**config.mk**
```make
export PLATFORM = sky130hd
export DESIGN_NAME = fetch_ifid
export DESIGN_NICKNAME = d
export VERILOG_FILES = /design/src/rtl/mips_pkg.sv /design/src/rtl/fetch_buf.sv /design/src/rtl/fetch_ifid.sv
export SDC_FILE = /design/constraint.sdc
export NUM_CORES = 1
export LEC_CHECK = 0
export CORE_ASPECT_RATIO = 1.5
export CORE_MARGIN = 10
export CORE_UTILIZATION = 55
export DETAILED_ROUTE_END_ITERATION = 10
export HOLD_SLACK_MARGIN = 0.1
export PLACE_DENSITY_LB_ADDON = 0.1
export SLEW_MARGIN = 20
export SYNTH_ARGS = -nofsm -noshare
export SYNTH_HDL_FRONTEND = slang
export SYNTH_SLANG_ARGS = --single-unit
```
**constraint.sdc**
```tcl
create_clock -name clk -period 5.2 [get_ports clk]
set_clock_uncertainty 0.05 [all_clocks]
set_input_delay 1.04 -clock clk [delete_from_list [all_inputs] [get_ports clk]]
set_output_delay 1.04 -clock clk [all_outputs]
set_load 0.05 [all_outputs]
```
**src/rtl/mips_pkg.sv**
```systemverilog
// Shared definitions for the MIPS fetch pipeline: FSM encoding, NOP word,
// instruction/PC widths and the {instr, pc4} entry carried between fetch and decode.
package mips_pkg;

    localparam int unsigned INSTR_W  = 32;
    localparam logic [31:0] PC_INC   = 32'd4;
    localparam logic [31:0] NOP_WORD = 32'h0000_0000;

    localparam logic [1:0] S_IDLE = 2'd0;
    localparam logic [1:0] S_WAIT = 2'd1;
    localparam logic [1:0] S_BUF  = 2'd2;
    localparam logic [1:0] S_KILL = 2'd3;

    typedef struct packed {
        logic [INSTR_W-1:0] instr;
        logic [31:0]        pc4;
    } fetch_entry_t;

    function automatic logic [31:0] align_pc(input logic [31:0] pc);
        return {pc[31:2], 2'b00};
    endfunction

endpackage

```
**src/rtl/fetch_buf.sv**
```systemverilog
// One-entry skid buffer holding an {instr, pc4} pair fetched while decode was stalled.
module fetch_buf
    import mips_pkg::*;
(
    input  logic         clk,
    input  logic         rst_n,
    input  logic         load,
    input  logic         drain,
    input  logic         clear,
    input  fetch_entry_t wr_entry,
    output fetch_entry_t rd_entry,
    output logic         full
);

    fetch_entry_t entry_r;
    logic         full_r;

    // Entry storage; clear wins over load, load wins over drain.
    always_ff @(posedge clk or negedge rst_n) begin
        if (!rst_n) begin
            entry_r <= '{instr: 32'h0000_0000, pc4: 32'h0000_0000};
            full_r  <= 1'b0;
        end else if (clear) begin
            entry_r <= entry_r;
            full_r  <= 1'b0;
        end else if (load) begin
            entry_r <= wr_entry;
            full_r  <= 1'b1;
        end else if (drain) begin
            entry_r <= entry_r;
            full_r  <= 1'b0;
        end else begin
            entry_r <= entry_r;
            full_r  <= full_r;
        end
    end

    assign rd_entry = entry_r;
    assign full     = full_r;

endmodule

```
**src/rtl/fetch_ifid.sv**
```systemverilog
// Instruction fetch FSM, PC and IF/ID pipeline register feeding decode.
// Optional FETCH_PERF_CNT_EN adds fetch and stall event counters.
module fetch_ifid
    import mips_pkg::*;
#(
    parameter logic [31:0] RESET_PC  = 32'h0000_0000,
    parameter logic [31:0] NOP_INSTR = NOP_WORD
) (
    input  logic        clk,
    input  logic        rst_n,
    input  logic        stall_i,
    input  logic        flush_i,
    input  logic        redirect_i,
    input  logic [31:0] redirect_pc_i,
    output logic        imem_req_o,
    output logic [31:0] imem_addr_o,
    input  logic        imem_ack_i,
    input  logic [31:0] imem_rdata_i,
    output logic [31:0] CFDE,
    output logic [31:0] PC4_De,
    output logic        valid_De
`ifdef FETCH_PERF_CNT_EN
    ,
    output logic [31:0] perf_fetch_o,
    output logic [31:0] perf_stall_o
`endif
);

    logic [1:0]   state_r, state_nxt_s;
    logic [31:0]  pc_r, pc_nxt_s, pc_inc_s, addr_r;
    logic         req_r, ack_s;
    logic [31:0]  cfde_r, pc4_r;
    logic         valid_r;
    logic         ifid_ld_s, ifid_buf_s;
    logic         buf_load_s, buf_drain_s, buf_clear_s, buf_full_s;
    fetch_entry_t buf_wr_s, buf_rd_s;

    // Acks are only meaningful while a request is on the bus.
    assign ack_s    = imem_ack_i & req_r;
    assign pc_inc_s = pc_r + PC_INC;
    assign buf_wr_s = '{instr: imem_rdata_i, pc4: pc_inc_s};

    // Next-state, next-PC and IF/ID / buffer load decisions; redirect overrides everything.
    always_comb begin
        state_nxt_s = state_r;
        pc_nxt_s    = pc_r;
        ifid_ld_s   = 1'b0;
        ifid_buf_s  = 1'b0;
        buf_load_s  = 1'b0;
        buf_drain_s = 1'b0;
        buf_clear_s = flush_i;
        if (redirect_i) begin
            pc_nxt_s    = align_pc(redirect_pc_i);
            buf_clear_s = 1'b1;
            if (req_r && !imem_ack_i) begin
                state_nxt_s = S_KILL;
            end else begin
                state_nxt_s = S_WAIT;
            end
        end else begin
            case (state_r)
                S_IDLE: state_nxt_s = S_WAIT;
                S_WAIT: begin
                    if (ack_s) begin
                        pc_nxt_s = pc_inc_s;
                        if (flush_i) begin
                            state_nxt_s = S_WAIT;
                        end else if (stall_i) begin
                            buf_load_s  = 1'b1;
                            state_nxt_s = S_BUF;
                        end else begin
                            ifid_ld_s = 1'b1;
                        end
                    end else begin
                        state_nxt_s = S_WAIT;
                    end
                end
                S_BUF: begin
                    if (flush_i) begin
                        state_nxt_s = S_WAIT;
                    end else if (!stall_i) begin
                        ifid_buf_s  = buf_full_s;
                        buf_drain_s = 1'b1;
                        state_nxt_s = S_WAIT;
                    end else begin
                        state_nxt_s = S_BUF;
                    end
                end
                S_KILL: begin
                    if (ack_s) begin
                        state_nxt_s = S_WAIT;
                    end else begin
                        state_nxt_s = S_KILL;
                    end
                end
                default: state_nxt_s = S_IDLE;
            endcase
        end
    end

    // FSM state, PC and the bus request; the address is frozen while a killed request drains.
    always_ff @(posedge clk or negedge rst_n) begin
        if (!rst_n) begin
            state_r <= S_IDLE;
            pc_r    <= RESET_PC;
            addr_r  <= RESET_PC;
            req_r   <= 1'b0;
        end else begin
            state_r <= state_nxt_s;
            pc_r    <= pc_nxt_s;
            req_r   <= (state_nxt_s == S_WAIT) || (state_nxt_s == S_KILL);
            if (state_nxt_s != S_KILL) begin
                addr_r <= pc_nxt_s;
            end else begin
                addr_r <= addr_r;
            end
        end
    end

    // IF/ID register: flush beats stall, stall holds, otherwise load or insert a bubble.
    always_ff @(posedge clk or negedge rst_n) begin
        if (!rst_n) begin
            cfde_r  <= NOP_INSTR;
            pc4_r   <= 32'h0000_0000;
            valid_r <= 1'b0;
        end else if (flush_i) begin
            cfde_r  <= NOP_INSTR;
            pc4_r   <= pc4_r;
            valid_r <= 1'b0;
        end else if (ifid_ld_s) begin
            cfde_r  <= imem_rdata_i;
            pc4_r   <= pc_inc_s;
            valid_r <= 1'b1;
        end else if (ifid_buf_s) begin
            cfde_r  <= buf_rd_s.instr;
            pc4_r   <= buf_rd_s.pc4;
            valid_r <= 1'b1;
        end else if (stall_i) begin
            cfde_r  <= cfde_r;
            pc4_r   <= pc4_r;
            valid_r <= valid_r;
        end else begin
            cfde_r  <= NOP_INSTR;
            pc4_r   <= pc4_r;
            valid_r <= 1'b0;
        end
    end

    fetch_buf u_buf (
        .clk      (clk),
        .rst_n    (rst_n),
        .load     (buf_load_s),
        .drain    (buf_drain_s),
        .clear    (buf_clear_s),
        .wr_entry (buf_wr_s),
        .rd_entry (buf_rd_s),
        .full     (buf_full_s)
    );

    assign imem_req_o  = req_r;
    assign imem_addr_o = addr_r;
    assign CFDE        = cfde_r;
    assign PC4_De      = pc4_r;
    assign valid_De    = valid_r;

`ifdef FETCH_PERF_CNT_EN
    logic [31:0] perf_fetch_r, perf_stall_r;

    // Event counters: valid IF/ID writes and stalled cycles with a live instruction.
    always_ff @(posedge clk or negedge rst_n) begin
        if (!rst_n) begin
            perf_fetch_r <= 32'h0000_0000;
            perf_stall_r <= 32'h0000_0000;
        end else begin
            if (ifid_ld_s || ifid_buf_s) begin
                perf_fetch_r <= perf_fetch_r + 32'd1;
            end else begin
                perf_fetch_r <= perf_fetch_r;
            end
            if (stall_i && valid_r) begin
                perf_stall_r <= perf_stall_r + 32'd1;
            end else begin
                perf_stall_r <= perf_stall_r;
            end
        end
    end

    assign perf_fetch_o = perf_fetch_r;
    assign perf_stall_o = perf_stall_r;
`endif

endmodule

```
Word level (Yosys, flattened, before mapping)

Cells that the tools add are included.
Widths: inputs -> output; s select.

Bits in registers: 197
Bits of input ports: 70
Output and inout port bits: 98
Logic and storage cells: 71

Add/sub/neg operators: 1
Equal/unequal tests: 7
Muxes and demuxes: 42
Bitwise logic cells: 3
Reductions and logical operators: 8

Operators by type and width:

| cell                  | count |
|---|---|
| $mux 32               | 9 |
| $add 32x3->32 const B | 1 |
| $mux 1                | 24 |
| $mux 2                | 8 |
| $pmux 2 s4            | 1 |
| $eq 2x2->1 const B    | 3 |
| $eq 2x1->1 const B    | 2 |
| $ne 4x1->1 const B    | 1 |
| $reduce_and 2->1      | 2 |
| $reduce_bool 3->1     | 1 |
| $logic_not 2->1       | 1 |
| $ne 2x2->1 const B    | 1 |
| $not 1->1             | 2 |
| $reduce_bool 2->1     | 1 |
| $and 1x1->1           | 1 |
| $logic_and 1x1->1     | 1 |
| $logic_not 1->1       | 1 |
| $logic_or 1x1->1      | 1 |

Longest topological paths before layout

Word-level depth: 7
Gate-level depth with buffers: 8
Mapped depth without buffers: 6

By module

Synthesis repeated with hierarchy kept, for this count alone.

Cell total of the unflattened synthesis: 752
Area total of the unflattened synthesis: 9,350.2 µm²

By module, submodules not included:

| module     | times used | cells each | area each (µm²) | sequential area each (µm²) |
|---|---|---|---|---|
| fetch_ifid | 1          | 612        | 6,608.8         | 3,278.1 |
| fetch_buf  | 1          | 140        | 2,741.4         | 1,626.6 |

Worst setup path after synthesis

OpenSTA, ideal clock, no wires.

Kind: input to register
From: input redirect_i
To: register u_buf.entry_r (netlist bit u_buf.rd_entry[10])
Setup time: 0.125 ns
Arrival time: 2.353 ns
Required time: 5.025 ns
Path slack: 2.672 ns
Cell stages on the path: 7
Path buffers: 3
Path through: buf_2 -> clkinv_1 -> and2_1 -> nand2_1 -> buf_2 -> buf_2 -> mux2_2

Word-level cells in the longest chain between the ends: 3
Elaborated cells between the ends (all ways): 4
Classes of those cells: 2 x mux; 1 x bitwise; 1 x reduce/logical

RTL lines:

| element                      | RTL line         | source |
|---|---|---|
| from (decl)                  | fetch_ifid.sv:13 | `input logic redirect_i,` |
| $mux 1                       | fetch_ifid.sv:52 | `if (redirect_i) begin` |
| $not 1->1 (no line)          | --               |  |
| $reduce_and 2->1 (no line) * | --               |  |
| to (signal assigned)         | fetch_buf.sv:27  | `entry_r <= wr_entry;` |
| to (signal assigned)         | fetch_buf.sv:30  | `entry_r <= entry_r;` |
| to (signal assigned)         | fetch_buf.sv:33  | `entry_r <= entry_r;` |
| to (decl)                    | fetch_buf.sv:15  | `fetch_entry_t entry_r;` |

Every way passes the cells marked *; elsewhere a longest branch is shown, timed or not.
A chain may end at the register's enable or synchronous reset.

Worst setup path after layout

From: input imem_ack_i
To: register pc4_r[29] (netlist: PC4_De[29])

Word-level cells in the longest chain between the ends: 6
Elaborated cells between the ends (all ways): 7
Classes of those cells: 4 x mux; 1 x bitwise; 2 x reduce/logical

RTL lines:

| element                     | RTL line          | source |
|---|---|---|
| from (decl)                 | fetch_ifid.sv:17  | `input logic imem_ack_i,` |
| $and 1x1->1 *               | fetch_ifid.sv:39  | `assign ack_s = imem_ack_i & req_r;` |
| $mux 1 *                    | fetch_ifid.sv:64  | `if (ack_s) begin` |
| $mux 1 *                    | fetch_ifid.sv:61  | `case (state_r)` |
| $mux 1 *                    | fetch_ifid.sv:52  |  |
| $reduce_bool 2->1 (no line) | --                |  |
| $reduce_and 2->1 (no line)  | --                |  |
| to (signal assigned)        | fetch_ifid.sv:128 | `pc4_r <= pc4_r;` |
| to (signal assigned)        | fetch_ifid.sv:132 | `pc4_r <= pc_inc_s;` |
| to (signal assigned)        | fetch_ifid.sv:136 | `pc4_r <= buf_rd_s.pc4;` |
| to (decl)                   | fetch_ifid.sv:32  | `logic [31:0] cfde_r, pc4_r;` |

Marked as above.

==> flow_summary_export.csv <==
group,metric,value,unit
run_status,status,"finished, final reports clean",
cts,cts_tree,"built",
placed_design,place_hpwl,15900,um
final_layout,fin_cells,1181,
synthesis,synth.cell_area,8940,um^2
floorplanning,start_util,0.555,
cts,hold_buffers,0,
critical_path,r2r_slack,2300,ps
route,drtIter0Drc,452,
critical_path,startpoint_type,"input pin",
floorplanning,die-area,21900,um^2
hold_path,hp-class,"reg -> reg",
critical_path,criticalPathCategory,"in -> reg",
synthesis,avgSynthCellArea,10.8,um^2
run,maxCapViolCount,0,
timing,slew_violations,0,
power,cellLeakagePower,4.70,nW
final_layout,fin_area,11300,um^2
timing,rsz0062_at_grt,"false",
synthesis,synth_most_common_cell,"dfrtp_1",
global_routing,grt_overflow,0,
cts,cts_root_buf,"clkbuf_16",
floorplanning,coreArea,16100,um^2
critical_path,crit_fanout,28,
power,p_per_area,401,nW/um^2
floorplanning,rows,57,
timing,fmax,0.278,GHz
critical_path,endpoint_kind,"flop",
final_layout,areaGrowthSynthToFinish,26.4,%
cts,path_clk_slew,70,ps
timing,post-route-min-period,3600,ps
synthesis,syn_inst,826,
timing,final-setup-viol-count,0,
synthesis,synth.area.top_cells,"dfrtp_1, mux2_2, nand2_1",
route,drc,0,
critical_path,arrival,3810,ps
floorplanning,ios,168,
floorplanning,fp.dieH,176,um
placed_design,placed_cell_area,10700,um^2
final_layout,utilization,0.701,
global_routing,antenna_found_initial,0,
cts,cts_resized,0,
route,routed_via_density,5.71,
synthesis,synth_flop_cell,"dfrtp_1",
synthesis,ys_ff_latch,196,
synthesis,syn_nets,897,
synthesis,synthArstFlopShare,1.00,
synthesis,yosys.area.top_type_share,0.549,
cts,clock_latency,430,ps
timing,period_share,0.692,
cts,post_cts_buffers,0,
global_routing,grt_pass1_wl,36800,um
floorplanning,die_w,124,um
timing,max_slew_margin,0.324,
global_routing,grt_pass1_vias,7104,
timing,tns,0,ps
route,routedWlPerCell,18.9,um
critical_path,critPathLaunch,"imem_ack_i",
final_layout,nNetsFinal,1033,
synthesis,yosysWarnings,0,
placed_design,port_buffers,165,
timing,hold_viol,0,
route,vias,6748,
cts,cts.path.max_buffers,2,
synthesis,yosys.area.top_type,"dfrtp_1",
final_layout,drive_gt1_frac,0.130,
route,wirelength,22400,um
final_layout,fillers,1242,
critical_path,cp-endpoint,"PC4_De[29]",
critical_path,r2r_start,"imem_req_o",
placed_design,place_inst,1149,
critical_path,r2r_cells,5,
final_layout,antenna_cells,0,
synthesis,ys_seq_area_frac,0.549,
global_routing,grt_usage,0.208,
cts,cts_buffers,17,
power,irDropWorstVdd,0.000198,V
critical_path,cp.required,5410,ps
critical_path,reg2reg_to,"PC4_De[29]",
global_routing,grt_max_degree,94,
route,ant_nets,0,
cts,h-tree-depth,4,
synthesis,yosys-top-cells-count,"dfrtp_1, nand2_1, o21ai_0",
route,firstDrtPassIters,5,
placed_design,gp_congestion,0.963,
synthesis,ys_types,47,
timing,worstMarginPinSlew,1010,ps
synthesis,synth_edf_count,0,
cts,cts.sinks,196,
registers in the layout (all words and copies together), names as in the netlist:
name / cells
state_r: 1
u_buf.full: 1
pc_r: 32
u_buf.rd_entry: 64
imem_addr_o: 32
PC4_De: 32
CFDE: 32
valid_De: 1
imem_req_o: 1
metrics by stage:
stage	setup slack (ps)	hold slack [ps]	total power, mW
final	1600	430	4.53
after global routing	1430	459	4.74
after CTS	1580	435	4.57
after detailed placement	1190	412	3.29
after global placement	1280	411	3.24
after floorplan	2670	400	2.80
cell type report:
| class | instances | area (um^2) | share of cell area |
|---|---|---|---|
| Clock inverter | 12 | 114 | 0.0101 |
| Clock buffer | 20 | 467 | 0.0413 |
| Multi-Input combinational cell | 567 | 3800 | 0.337 |
| Inverter | 4 | 15.0 | 0.00133 |
| Timing Repair Buffer | 176 | 1740 | 0.154 |
| Sequential cell | 196 | 4900 | 0.434 |
| Tap cell | 206 | 258 | 0.0228 |
how the worst min path moves through the flow:
stage | startpoint | end | slack (ps) | cells past startpoint
global route | imem_addr_o[2] | imem_addr_o[2] | 460 | 2
global placement | imem_addr_o[2] | imem_addr_o[2] | 410 | 2
floorplan | u_buf.rd_entry[13] | u_buf.rd_entry[13] | 400 | 2
detailed placement | imem_addr_o[3] | imem_addr_o[3] | 410 | 2
finish | u_buf.rd_entry[13] | u_buf.rd_entry[13] | 430 | 2
CTS | u_buf.rd_entry[4] | u_buf.rd_entry[4] | 440 | 2
critical path, cell delays in order:
cell and delay [ps]:
clkdlybuf4s50_1 580, and3b_1 550, and2_2 850, nor2_1 370, a22oi_1 260, o21ai_0 150
cell families (layout without fill, tap and decap cells):
logic type,count (synthesis),after routing,synth area share
adders and majority gates,1,1,0.00140
and+or+nand+nor,255,255,0.136
xor gates and xnor gates,54,54,0.0529
muxes,110,110,0.133
AOI/OAI and AO/OA,147,147,0.0987
buffers and inverters,63,212,0.0295
DFF,196,196,0.549
cells in the final DEF (no fill, tap or decap), drive strengths merged, types with 13 or more instances in the layout:
master         instances
xnor2                 25
nor3                  14
nand3                 13
clkdlybuf4s50        164
a21oi                 14
xor2                  29
nor2                  33
mux2                  68
mux2i                 42
o21ai                 92
clkbuf                21
nand2                132
dfrtp                196
nand4                 20
metal layers:
layer / GRT usage / vias up / wire, um
met2: 0.346 / 195 / 11400
met4: 0.0640 / 0 / 307
met1: 0.260 / 3357 / 9310
met3: 0.0480 / 24 / 1290
li1: - / 3172 / -
met5: 0 / - / 0
where the power goes:
group,leakage [nW],switching [mW],internal (mW)
registers,2.46,0.183,1.80
logic,1.96,0.785,0.488
clock network,0.285,0.603,0.670
Note: power is estimated with default switching activity, not from simulation.
